### src/rtl/riscv_pkg.sv
// Shared RISC-V core types used by the branch feedback path.
//   BranchOutcome : resolved branch direction as seen by the fetch predictors.
package riscv_pkg;

  typedef enum logic {
    NOT_TAKEN = 1'b0,
    TAKEN     = 1'b1
  } BranchOutcome;

endpackage

### src/rtl/branch_fb_gen_if.sv
// Branch feedback bus between the execute-stage branch units, the feedback
// generator and the fetch-stage predictors.
//   res_*    : up to two resolved branches per cycle, slot 0 older
//   res_ready: generator can take both slots this cycle
//   fb_hold  : predictor side cannot accept feedback this cycle
//   o_fb_*   : up to two feedback slots per cycle, slot 0 older
// master = environment (branch units + predictors), slave = branch_fb_gen.
interface branch_fb_gen_if #(
  parameter int ADDR_WIDTH = 32
);

  logic [1:0]                              res_valid;
  logic [1:0][ADDR_WIDTH-1:0]              res_pc;
  logic [1:0]                              res_taken;
  logic [1:0][ADDR_WIDTH-1:0]              res_target;
  logic [1:0]                              res_mispredict;
  logic                                    res_ready;
  logic                                    fb_hold;
  logic [1:0]                              o_fb_if_branch;
  logic [1:0][ADDR_WIDTH-1:0]              o_fb_branch_pc;
  riscv_pkg::BranchOutcome [1:0]           o_fb_outcome;
  logic [1:0][ADDR_WIDTH-1:0]              o_fb_target;
  logic [1:0]                              o_fb_mispredict;

  modport master (
    output res_valid, res_pc, res_taken, res_target, res_mispredict, fb_hold,
    input  res_ready, o_fb_if_branch, o_fb_branch_pc, o_fb_outcome,
           o_fb_target, o_fb_mispredict
  );

  modport slave (
    input  res_valid, res_pc, res_taken, res_target, res_mispredict, fb_hold,
    output res_ready, o_fb_if_branch, o_fb_branch_pc, o_fb_outcome,
           o_fb_target, o_fb_mispredict
  );

endinterface

### src/rtl/branch_fb_gen.sv
// Branch feedback generator: buffers resolved branches from two branch units
// in an in-order circular FIFO and drains up to two per cycle to the fetch
// predictors.
// Ports:
//   clk, reset     : clock, synchronous active-high reset
//   flush          : drop all buffered and incoming entries
//   fb (slave)     : resolved-branch input + feedback output bus
//   mispredict_cnt : saturating count of emitted mispredicts
//   overflow_err   : sticky, input seen while res_ready was low

// One feedback output slot: gates the head entry onto the bus, zero when idle.
module branch_fb_lane #(
  parameter int ADDR_WIDTH = 32
) (
  input  logic                    vld,
  input  logic [ADDR_WIDTH-1:0]   pc,
  input  logic                    taken,
  input  logic [ADDR_WIDTH-1:0]   target,
  input  logic                    mispredict,
  output logic                    if_branch,
  output logic [ADDR_WIDTH-1:0]   o_pc,
  output riscv_pkg::BranchOutcome outcome,
  output logic [ADDR_WIDTH-1:0]   o_target,
  output logic                    o_mispredict
);

  assign if_branch    = vld;
  assign o_pc         = vld ? pc : '0;
  assign o_target     = vld ? target : '0;
  assign o_mispredict = vld & mispredict;
  assign outcome      = (vld && taken) ? riscv_pkg::TAKEN : riscv_pkg::NOT_TAKEN;

endmodule

module branch_fb_gen #(
  parameter int DEPTH        = 8,
  parameter int FB_PER_CYCLE = 2,
  parameter int CNT_WIDTH    = 32,
  parameter int ADDR_WIDTH   = 32
) (
  input  logic                 clk,
  input  logic                 reset,
  input  logic                 flush,
  branch_fb_gen_if.slave       fb,
  output logic [CNT_WIDTH-1:0] mispredict_cnt,
  output logic                 overflow_err
);

  localparam int PW = $clog2(DEPTH);
  localparam logic [PW:0] READY_MAX = (PW+1)'(DEPTH - 2);

  typedef struct packed {
    logic [ADDR_WIDTH-1:0] pc;
    logic                  taken;
    logic [ADDR_WIDTH-1:0] target;
    logic                  mispredict;
  } entry_t;

  entry_t        mem [DEPTH];
  logic [PW-1:0] head, tail;
  logic [PW:0]   count, count_next;

  entry_t        wr_e [2];
  entry_t        rd_e [2];
  logic [1:0]    lane_vld;
  logic          push_ok;
  logic [1:0]    push_n, pop_n, mp_add;
  logic [PW-1:0] wr_idx1;
  logic [CNT_WIDTH:0]   cnt_sum;
  logic [CNT_WIDTH-1:0] cnt_next;

  // Ready looks only at the registered fill level so the branch units never
  // see a path through fb_hold or the pop logic.
  assign fb.res_ready = (count <= READY_MAX);

  assign push_ok = fb.res_ready && !flush;
  assign push_n  = push_ok ? ({1'b0, fb.res_valid[0]} + {1'b0, fb.res_valid[1]}) : 2'd0;
  // Compaction: slot 1 lands at tail when slot 0 is empty.
  assign wr_idx1 = tail + PW'(fb.res_valid[0]);

  assign lane_vld[0] = (count != '0) && !fb.fb_hold && !flush;
  assign lane_vld[1] = (FB_PER_CYCLE == 2) && (count >= (PW+1)'(2)) &&
                       !fb.fb_hold && !flush;

  genvar i;
  generate
    for (i = 0; i < 2; i++) begin : g_lane
      assign wr_e[i] = '{pc:         fb.res_pc[i],
                         taken:      fb.res_taken[i],
                         target:     fb.res_target[i],
                         mispredict: fb.res_mispredict[i]};
      assign rd_e[i] = mem[head + PW'(i)];

      branch_fb_lane #(.ADDR_WIDTH(ADDR_WIDTH)) u_lane (
        .vld          (lane_vld[i]),
        .pc           (rd_e[i].pc),
        .taken        (rd_e[i].taken),
        .target       (rd_e[i].target),
        .mispredict   (rd_e[i].mispredict),
        .if_branch    (fb.o_fb_if_branch[i]),
        .o_pc         (fb.o_fb_branch_pc[i]),
        .outcome      (fb.o_fb_outcome[i]),
        .o_target     (fb.o_fb_target[i]),
        .o_mispredict (fb.o_fb_mispredict[i])
      );
    end
  endgenerate

  // Consumer takes everything offered whenever it is not holding.
  assign pop_n  = {1'b0, fb.o_fb_if_branch[0]} + {1'b0, fb.o_fb_if_branch[1]};
  assign mp_add = {1'b0, fb.o_fb_mispredict[0]} + {1'b0, fb.o_fb_mispredict[1]};

  assign count_next = count + (PW+1)'(push_n) - (PW+1)'(pop_n);

  // One extra bit catches the carry; on carry clamp to all-ones.
  assign cnt_sum  = {1'b0, mispredict_cnt} + (CNT_WIDTH+1)'(mp_add);
  assign cnt_next = cnt_sum[CNT_WIDTH] ? '1 : cnt_sum[CNT_WIDTH-1:0];

  always_ff @(posedge clk) begin
    if (reset) begin
      head           <= '0;
      tail           <= '0;
      count          <= '0;
      mispredict_cnt <= '0;
      overflow_err   <= 1'b0;
    end else begin
      if (!fb.res_ready && (fb.res_valid != 2'b00))
        overflow_err <= 1'b1;
      mispredict_cnt <= cnt_next;
      if (flush) begin
        head  <= '0;
        tail  <= '0;
        count <= '0;
      end else begin
        head  <= head + PW'(pop_n);
        tail  <= tail + PW'(push_n);
        count <= count_next;
      end
    end
  end

  // Payload storage carries no reset; validity lives in count/head.
  always_ff @(posedge clk) begin
    if (!reset && push_ok) begin
      if (fb.res_valid[0]) mem[tail]    <= wr_e[0];
      if (fb.res_valid[1]) mem[wr_idx1] <= wr_e[1];
    end
  end

endmodule

### src/flat_wrapper.sv
// flat-port wrapper written by rule: the top's interface ports become plain ports
module branch_fb_gen_flat 
#(
  parameter int DEPTH        = 8,
  parameter int FB_PER_CYCLE = 2,
  parameter int CNT_WIDTH    = 32,
  parameter int ADDR_WIDTH   = 32
)
  (clk, reset, flush, mispredict_cnt, overflow_err, fb_res_valid, fb_res_pc, fb_res_taken, fb_res_target, fb_res_mispredict, fb_fb_hold, fb_res_ready, fb_o_fb_if_branch, fb_o_fb_branch_pc, fb_o_fb_outcome, fb_o_fb_target, fb_o_fb_mispredict);
  branch_fb_gen_if #(.ADDR_WIDTH(ADDR_WIDTH)) fb_i ();
  input  logic clk;
  input  logic reset;
  input  logic flush;
  output logic [CNT_WIDTH-1:0] mispredict_cnt;
  output logic overflow_err;
  input wire logic [$bits(fb_i.res_valid)-1:0] fb_res_valid;
  input wire logic [$bits(fb_i.res_pc)-1:0] fb_res_pc;
  input wire logic [$bits(fb_i.res_taken)-1:0] fb_res_taken;
  input wire logic [$bits(fb_i.res_target)-1:0] fb_res_target;
  input wire logic [$bits(fb_i.res_mispredict)-1:0] fb_res_mispredict;
  input wire logic [$bits(fb_i.fb_hold)-1:0] fb_fb_hold;
  output wire logic [$bits(fb_i.res_ready)-1:0] fb_res_ready;
  output wire logic [$bits(fb_i.o_fb_if_branch)-1:0] fb_o_fb_if_branch;
  output wire logic [$bits(fb_i.o_fb_branch_pc)-1:0] fb_o_fb_branch_pc;
  output wire logic [$bits(fb_i.o_fb_outcome)-1:0] fb_o_fb_outcome;
  output wire logic [$bits(fb_i.o_fb_target)-1:0] fb_o_fb_target;
  output wire logic [$bits(fb_i.o_fb_mispredict)-1:0] fb_o_fb_mispredict;
  assign fb_i.res_valid = fb_res_valid;
  assign fb_i.res_pc = fb_res_pc;
  assign fb_i.res_taken = fb_res_taken;
  assign fb_i.res_target = fb_res_target;
  assign fb_i.res_mispredict = fb_res_mispredict;
  assign fb_i.fb_hold = fb_fb_hold;
  assign fb_res_ready = fb_i.res_ready;
  assign fb_o_fb_if_branch = fb_i.o_fb_if_branch;
  assign fb_o_fb_branch_pc = fb_i.o_fb_branch_pc;
  assign fb_o_fb_outcome = fb_i.o_fb_outcome;
  assign fb_o_fb_target = fb_i.o_fb_target;
  assign fb_o_fb_mispredict = fb_i.o_fb_mispredict;
  branch_fb_gen #(.DEPTH(DEPTH), .FB_PER_CYCLE(FB_PER_CYCLE), .CNT_WIDTH(CNT_WIDTH), .ADDR_WIDTH(ADDR_WIDTH)) u_core (.clk(clk), .reset(reset), .flush(flush), .fb(fb_i), .mispredict_cnt(mispredict_cnt), .overflow_err(overflow_err));
endmodule
### config.mk
export PLATFORM = sky130hd
export DESIGN_NAME = branch_fb_gen_flat
export DESIGN_NICKNAME = d
export VERILOG_FILES = /design/src/rtl/riscv_pkg.sv /design/src/rtl/branch_fb_gen_if.sv /design/src/rtl/branch_fb_gen.sv /design/src/flat_wrapper.sv
export SDC_FILE = /design/constraint.sdc
export NUM_CORES = 1
export LEC_CHECK = 0
export CAP_MARGIN = 5
export CORE_MARGIN = 5
export CORE_UTILIZATION = 28
export DETAILED_ROUTE_END_ITERATION = 12
export GPL_ROUTABILITY_DRIVEN = 0
export PLACE_DENSITY = 0.55
export SYNTH_ARGS = -nofsm -noshare
export SYNTH_HDL_FRONTEND = slang
export SYNTH_HIERARCHICAL = 1
export SYNTH_SLANG_ARGS = --single-unit
### constraint.sdc
create_clock -name clk -period 12.6 [get_ports clk]
set_input_delay 1.26 -clock clk [delete_from_list [all_inputs] [get_ports clk]]
set_output_delay 1.26 -clock clk [all_outputs]
set_load 0.005 [all_outputs]
==> run metrics <==
die footprint 129000 um2; Routed WL per cell 27.9 um; commonest non-fill, non-tap cell in the layout edfxtp_1; number of flops mapped to enable cells by yosys 528; minimum clock period after layout 6.57 ns; core box area 121000 um2; cts hold-fix bufs 0; complex-gate fraction of the synthesized area 0.742%; fraction of registers with async set/reset 0%; clk sinks 571; CTS tree done; DR vias 20400; Max FO, Critical Path 50; syn_area_per_cell 16.9 um2; Seq/Total Area, Yosys 49.1%; Post-Synthesis Cells 2020; Post-synth top flop edfxtp_1; Syn Nets 2179; HP Class reg2reg; Die Wd 359 um; top post-synthesis cells by area edfxtp_1, mux4_2, mux2_2; Max Root-Sink Buffers 3; maximum vdd drop 0.0942 mV; Static Leak 0.0130 uW; post-synth top area share 46.6%; clock root buffer clkbuf_16; post-synth cell types 44; post-synthesis register bit count 571; vias in the first global route 22200; endpoints failing hold 0; path depth of the worst reg2reg path 11; Initial Util 28.1%; Layout fillers 11600; mux cell area share after synthesis 40.6%; share of layout cells above drive strength 1 45.4%; initial antenna violation count 16; Post-Synth XOR/XNOR Area 0.772%; placement row count 128; aggregate global-route resource usage 16.9%; Yosys warnings 6; clock slew seen by the registers of the worst setup and hold paths 0.05 ns; critical path capture point type output port; final setup fails 0; Syn Std Cell Area 34100 um2; post-detail-place hpwl 64700 um; Max Slew Vio Count 0; largest net degree at the start of global routing 65; Die Ht 359 um; CTS resizes 0; critical path type reg2out; CP startpoint u_core/head[1]$_SDFF_PP0_; Buffers on Ports 305; critical path launch point type flip-flop; postcts setup bufs 0; RSZ-0062 raised after global routing no; r2r startpoint u_core/head[1]$_SDFF_PP0_; Max Cap Viol 0; Area Overhead vs Synth 19.9%; number of detailed-route iterations in the first pass 6; status completed; Yosys top cell by area edfxtp_1; post-synthesis simple-gate area fraction 4.37%; clk_lat worst skew 0.63 ns; Worst Tran Pin Value 1.27 ns; crit share post-route 52.1%; nets 2439; most frequent cells in the layout edfxtp_1, mux2_2, clkdlybuf4s50_1; Num CTS Buffers 73; min-delay src u_core/overflow_err$_SDFFE_PP0P_; dpl ws 6.49 ns; IO Count 306; vias per cell 5.13; setup TNS 0 ns; Crit path required time 11.34 ns; global-route congestion overflow total 0; Iter 0 DRT Violations 1635; H-Tree Depth 3; Adder-Cell Fraction of Synth Area 0.882%; drt total wl 111000 um; Clock Skew 0.0245 ns; Pwr per Cell Area 131 nW/um2; Residual DRC 0; FMAX 0.152 GHz; setup ws final 6.03 ns; Worst Path Arrival 5.31 ns; main combinational cell family by area after synthesis multiplexers; Final ANT Viol Nets 0; WHS 0.519 ns; Rel. slew slack 15.2%; global-route wire length before repair 158000 um; WHS Path Cells 2
worst paths after layout:
path,to,slack (ns)
hold / removal,u_core/overflow_err$_SDFFE_PP0P_,0.52
setup reg to reg,u_core/mispredict_cnt[7]$_SDFF_PP0_,6.73
hold reg to reg,u_core/overflow_err$_SDFFE_PP0P_,0.52
setup / recovery,fb_o_fb_target[62],6.03
per-stage QoR:
stage | area, um2 | power, uW | utilization, % | instances
3_3_place_gp | 38500 | 3360 | 31.7 | 3830
3_5_place_dp | 38500 | 3370 | 31.7 | 3830
5_1_grt | 40800 | 5570 | 33.6 | 3960
2_1_floorplan | 34100 | 2920 | - | 2020
6_report | 40800 | 5340 | 33.6 | 3965
4_1_cts | 40800 | 5420 | 33.6 | 3958
metal layers:
metal | vias to the layer above | wire (um) | GRT usage, %
met5 | - | 78 | 0
met2 | 641 | 54900 | 29.1
li1 | 8695 | - | -
met1 | 10900 | 47400 | 21.9
met4 | 12 | 1980 | 4.13
met3 | 134 | 6230 | 3.27
cells by family (layout without fill, tap and decap cells):
kind of cell,Yosys count,after routing
buffers and inverters,182,495
adder cells (fa/ha/maj),21,21
AND/OR/NAND/NOR,244,244
flip-flops,571,571
other,0,7
multiplexers,926,926
XOR/XNOR,30,30
AO/OA/AOI/OAI,46,46
worst max-delay path, stage by stage (launching register included):
cell	delay, ns
dfxtp_4	1.02
ha_4	0.89
buf_4	0.63
buf_4	0.57
mux4_2	0.58
mux2_2	0.27
and2_1	0.17
clkdlybuf4s50_1	0.47
flip-flops by register name, summed over array words and instances (netlist names):
register	flops
u_core/overflow_err	1
u_core/head	3
u_core/mem	528
u_core/tail	3
u_core/mispredict_cnt	32
u_core/count	4
synth_stat cells, drive strengths merged, types with 12 or more instances:
cell type,count
nand2,12
inv,21
nor2,16
xor2,18
buf,122
nor3,12
nand3,14
and2,143
ha,16
dfxtp,43
mux2,661
xnor2,12
edfxtp,528
mux4,264
clkbuf,39
a21oi,32
cell type report:
type | instances | area [um2] | share of cell area [%]
well taps | 1625 | 2030 | 4.98
clock buffers | 101 | 2060 | 5.05
flip-flops and latches | 571 | 16700 | 41.0
diodes | 7 | 17.5 | 0.0429
clock inverters | 27 | 228 | 0.558
inverters | 21 | 78.8 | 0.193
multi-input cells | 1267 | 16300 | 40.0
repair buffers | 346 | 3360 | 8.23
power by group:
part	internal (uW)	leakage, uW	switching [uW]	total (uW)
Combinational	629	0.00672	527	1160
Clock	1220	0.00111	804	2020
Sequential	2130	0.00512	37.4	2160
No activity file was read; power rests on OpenSTA's default activity.
